File: src/rtl/fpcvt_pkg.sv
// Shared encodings and widths for the 12-bit two's-complement to 8-bit float converter.
package fpcvt_pkg;
  localparam int DIN_W = 12;
  localparam int EXP_W = 3;
  localparam int SIG_W = 4;
  localparam logic [EXP_W-1:0] EXP_MAX = 3'd7;

  typedef enum logic [2:0] {IDLE, MAG, NORM, ROUND, DONE} state_t;
endpackage

File: src/rtl/fpcvt_mag.sv
// Combinational absolute value; the most negative operand saturates to the largest positive one.
module fpcvt_mag
  import fpcvt_pkg::*;
(
  input  logic [DIN_W-1:0] din,
  output logic [DIN_W-1:0] mag,
  output logic             neg
);
  assign neg = din[DIN_W-1];

  always_comb begin
    if (din == {1'b1, {(DIN_W-1){1'b0}}}) mag = {1'b0, {(DIN_W-1){1'b1}}};
    else if (neg)                          mag = -din;
    else                                   mag = din;
  end
endmodule

File: config.mk
export PLATFORM = sky130hd
export DESIGN_NAME = fpcvt_mag
export DESIGN_NICKNAME = d
export VERILOG_FILES = /design/src/rtl/fpcvt_pkg.sv /design/src/rtl/fpcvt_mag.sv
export SDC_FILE = /design/constraint.sdc
export NUM_CORES = 1
export LEC_CHECK = 0
export CAP_MARGIN = 20
export CORE_AREA = 2 2 39 41
export DETAILED_ROUTE_END_ITERATION = 10
export DIE_AREA = 0 0 41 43
export PLACE_DENSITY_LB_ADDON = 0.25
export SLEW_MARGIN = 20
export SYNTH_ARGS = -nofsm -noshare
export SYNTH_HDL_FRONTEND = slang
export SYNTH_SLANG_ARGS = --single-unit
File: constraint.sdc
create_clock -name vclk -period 5
set_clock_uncertainty 0.1 [all_clocks]
set_input_delay 1.25 -clock vclk [all_inputs]
set_output_delay 1.25 -clock vclk [all_outputs]
set_load 0.005 [all_outputs]
==> results.md, run 1 <==
- Seq/Total Area, Yosys: 0%
- RePlAce Congestion: between 0.7 and 0.8
- Area leader, netlist: xor2_1
- Die Area: 1763 um2
- Max FO, Critical Path: 4
- Pins over their slew limit: 0
- CTS Hold Bufs: 0
- Synthesized net count: 62
- # port buffers: 25
- Crit path DAT: 3460 ps
- Measured slew at the worst slew-check pin: roughly 350 ps
- Vias: between 400 and 500
- RSZ-0062 raised after global routing: false
- First-pass GRT wire length: roughly 1300 um
- Post-synth top area share: 14.52%
- Drt initial violations: 10
- Final setup viols: 0
- Number of setup buffers added after CTS: 0
- Seq cells: 0
- Antenna violations before repair: 0
- Hold WC Path Type: in2out
- Final Hold Vio Count: 0
- Drt drc: 0
- Vias/cell: 4.557
- Top Layer Used: met3
- Max Freq: 207.7 MHz
- FILL cells: 163
- Tcrit/Tclk final: 96.28%
- Status: complete, no violations
- Max Cap Viol: 0
- Routed Antenna Nets: 0
- Die height: 43 um
- CP endpoint kind: output pin
- CP Class: in2out
- Distinct cells, synth: 25
- Synth Warn #: 0
- Routed len/inst: 9.830 um
- PD cells: 86.97 nW/um2
- Initial Util: 21.79%
- CP Launch Type: input port
- Top Ports: 25
- Row Count: 14
- Clock buffers: 0
- Peak supply drop: 0.02575 mV
- Pleak: approximately 0.24 nW
- Mapped Cells: a little under 50
- Antenna diode instance count: 0
- Met2 WL: 363 um
- Grt ovf: 0
- Fin crit period: slightly below 5000 ps
- Vias in the first global route: roughly 300
- Ranking of synthesized cells by area: xor2_1, nand2_1, nor3_1
- Fraction of layout cells with a size suffix above 1: 6.944%
- Post-Syn Area per Cell: between 6 and 7 um2
- Core area: around 1400 um2
- Slew headroom: about three quarters
- Met3 WL: 90 um
- Largest net degree at the start of global routing: 15
- Critical Path RT: 3650 ps
- Synth top cells by count: nand2_1, xor2_1, nor2_1, nor3_1
- Setup_tns: 0 ps
- Fin util: 40.69%
- Cell Area, Synth: between 300 and 400 um2
- Area delta synth->final: 86.72%
- Wire length on met1: 411 um
- Top-count cell post-synth: nand2_1
- DR pass1 iterations: 2
- Area of the multi-input gates: 277.8 um2
- Die width: 41 um
- Post-CTS sizing: 0
- All-Layer GR Usage: 9.690%
- Nets@finish: 87
- FF/Latch Area: 0 um2
- Post-Route WL: just under 900 um
-- cells in the final DEF, fill, tap and decap left out, drive strengths merged --
master,netlist,layout
or2,1,1
o31a,1,1
o21a,1,1
o21ai,2,2
o211ai,2,2
or2b,1,1
mux2i,1,1
or3,3,3
and3b,1,1
a21oi,1,1
o41ai,1,1
clkdlybuf4s50,0,25
nor2b,1,1
nor3,3,3
nand2,11,11
ha,1,1
nor2,4,4
xor2,5,5
o31ai,2,2
xnor2,1,1
buf,2,1
and3,1,1
inv,2,2
-- path summary, 6_finish.rpt --
kind                 end  startpoint  depth (start not counted)  slack (ps)
setup / recovery  mag[8]      din[1]                          8         190
hold / removal    mag[0]      din[0]                          4        3370
-- kinds of logic (layout without fill, tap and decap cells) --
group / count (synthesis) / after routing / synth area share [%]
and+or+nand+nor: 26 / 26 / 43.98
AOI/OAI and AO/OA: 10 / 10 / 23.23
xor gates and xnor gates: 6 / 6 / 17.43
buffers and inverters: 5 / 28 / 7.883
adders and majority gates: 1 / 1 / 4.149
muxes: 1 / 1 / 3.320
-- routing by layer --
metal | global-route usage (%) | vias up
met5 | 0 | -
met3 | 0 | 0
met1 | 16.77 | 168
li1 | - | 218
met2 | 13.75 | 15
met4 | 0 | 0
-- where the power goes --
part           leakage [nW]  total (mW)  switching, mW  internal (mW)
Clock                     0           0              0              0
Combinational         0.235      0.0490         0.0175         0.0315
Sequential                0           0              0              0
Total                 0.235      0.0490         0.0175         0.0315
-- critical path, stage by stage --
cell and delay, ps:
clkdlybuf4s50_1 410, inv_1 90, ha_1 150, or2b_2 330
or3_4 350, o31a_1 280, o21a_1 160, clkdlybuf4s50_1 430
-- stage by stage --
stage	hold slack, ps	setup WS (ps)	std cells	power (mW)	cell area (um2)
final	3369	185.9	88	0.04897	563.0
after global placement	3375	202.0	88	0.04917	563.0
after global routing	3440	102.4	88	0.05377	563.0
after CTS	3370	181.6	88	0.04947	563.0
after floorplan	2455	1101	49	0.01831	301.5
after detailed placement	3368	197.2	88	0.04914	563.0
-- cell type report --
| type | count | area share, % |
|---|---|---|
| Timing Repair Buffer | 26 | 45.78 |
| Inverter | 2 | 1.333 |
| Multi-Input combinational cell | 44 | 49.33 |
| Tap cell | 16 | 3.556 |
(Power assumes the default switching activity.)
==> inputs of run 2 (changes only) <==
--- a/config.mk
+++ b/config.mk
@@ -10,6 +10,7 @@
 export DETAILED_ROUTE_END_ITERATION = 10
 export DIE_AREA = 0 0 41 43
 export PLACE_DENSITY_LB_ADDON = 0.25
+export REMOVE_ABC_BUFFERS = 1
 export SLEW_MARGIN = 20
 export SYNTH_ARGS = -nofsm -noshare
 export SYNTH_HDL_FRONTEND = slang
==> results.md, run 2 (synthesis results as in run 1) <==
- Antenna diode instance count: 0 (unchanged)
- Core area: 1384 um2 (unchanged)
- Commonest non-fill, non-tap cells in the layout: clkdlybuf4s50_1, nand2_1, xor2_1
- Row Count: 14 (unchanged)
- PD cells: 87.38 nW/um2 (+0.47%)
- Max Freq: 207.7 MHz (about the same)
- Top Ports: 25 (unchanged)
- GRT met1 Usage: 14.56% (-2.2 points)
- Die height: 43 um (unchanged)
- Most used routing layer: met2
- Post-CTS sizing: 0 (unchanged)
- DR pass1 iterations: 2 (unchanged)
- Die width: 41 um (unchanged)
- Vias/cell: 4.591 (+0.75%)
- Initial Util: 21.79% (unchanged)
- Grt met2 use: 15.00% (+1.2 points)
- Number of setup buffers added after CTS: 0 (unchanged)
- CTS Hold Bufs: 0 (unchanged)
- Fin crit period: 4814 ps (-0.4720 ps)
- Post-Route WL: 858 um (-0.81%)
- RePlAce Congestion: 0.7603 (+4.4%)
- Crit path DAT: 3460 ps (about the same)
- Fin util: 40.69% (unchanged)
- CP Launch Type: input port
- Area of the multi-input gates: 277.8 um2 (unchanged)
- Pins over their slew limit: 0 (unchanged)
- Hpwl dp: 720.4 um
- CP endpoint kind: output pin
- RSZ-0062 raised after global routing: false
- Max Cap Viol: 0 (unchanged)
- Critical Path RT: 3650 ps (about the same)
- Seq cells: 0 (unchanged)
- Most common cell after layout, fill and taps aside: clkdlybuf4s50_1
- First-pass GRT wire length: 1248 um (-3.8%)
- All-Layer GR Usage: 9.391% (-0.30 points)
- CP Class: in2out
- Pleak: 0.2351 nW (unchanged)
- Slew headroom: 72.29% (-4.2 points)
- Vias: 404 (+0.75%)
- Grt ovf: 0 (unchanged)
- Routed len/inst: 9.750 um (-0.81%)
- Final setup viols: 0 (unchanged)
- # port buffers: 25 (unchanged)
- Met3 usage: 0% (unchanged)
- Fraction of layout cells with a size suffix above 1: 6.944% (unchanged)
- Tcrit/Tclk final: 96.27% (about the same)
- FILL cells: 168 (+3.1%)
- Largest net degree at the start of global routing: 15 (unchanged)
- Measured slew at the worst slew-check pin: 410.3 ps (+61.61 ps)
- Die Area: 1763 um2 (unchanged)
- Setup_tns: 0 ps (unchanged)
- Status: complete, no violations
- Area delta synth->final: 86.72% (unchanged)
- Vias in the first global route: 300 (+1.4%)
- Drt initial violations: 3 (-7)
- FF/Latch Area: 0 um2 (unchanged)
- Final Hold Vio Count: 0 (unchanged)
- Routed Antenna Nets: 0 (unchanged)
- Clock buffers: 0 (unchanged)
- Antenna violations before repair: 0 (unchanged)
- Nets@finish: 87 (unchanged)
- Placed cells: 88 (unchanged)
- Max FO, Critical Path: 6 (+2)
- Hold WC Path Type: in2out
- Drt drc: 0 (unchanged)
- Post-Layout Cell Count: 88 (unchanged)
- Peak supply drop: 0.03174 mV (+23%)
==> run 2: power by group <==
group	switching [mW]	internal (mW)	leakage (nW)
registers	0	0	0
clock network	0	0	0
logic	0.0177	0.0315	0.235
==> run 2: metal layers <==
layer	vias to the layer above	share of wire, %
met2	10	48
met3	0	6.1
li1	218	-
met4	0	0
met5	-	0
met1	176	46
==> run 2: area by class of cell <==
class | instances | share of cell area [%]
repair buffers | 26 | 45.78
multi-input cells | 44 | 49.33
well taps | 16 | 3.556
inverters | 2 | 1.333
==> run 2: final timing paths <==
check / startpoint / depth (start not counted) / endpoint / slack [ps]
worst min-delay path: din[0] / 4 / mag[0] / 3380
worst max-delay path: din[4] / 6 / mag[8] / 190
==> run 2: critical path, stage by stage <==
cell	delay [ps]
clkdlybuf4s50_1	450
or3_1	480
or3_4	410
o31a_1	280
o21a_1	160
clkdlybuf4s50_1	440
==> run 2: per-stage QoR <==
stage               area (um2)  power (mW)  setup slack [ps]  hold slack [ps]
floorplan                285.3     0.01662              1118             2400
global placement         563.0     0.04924             188.2             3382
detailed placement       563.0     0.04946             191.4             3386
CTS                      563.0     0.04980             176.2             3387
global route             563.0     0.05399             34.24             3448
finish                   563.0     0.04920             186.3             3377
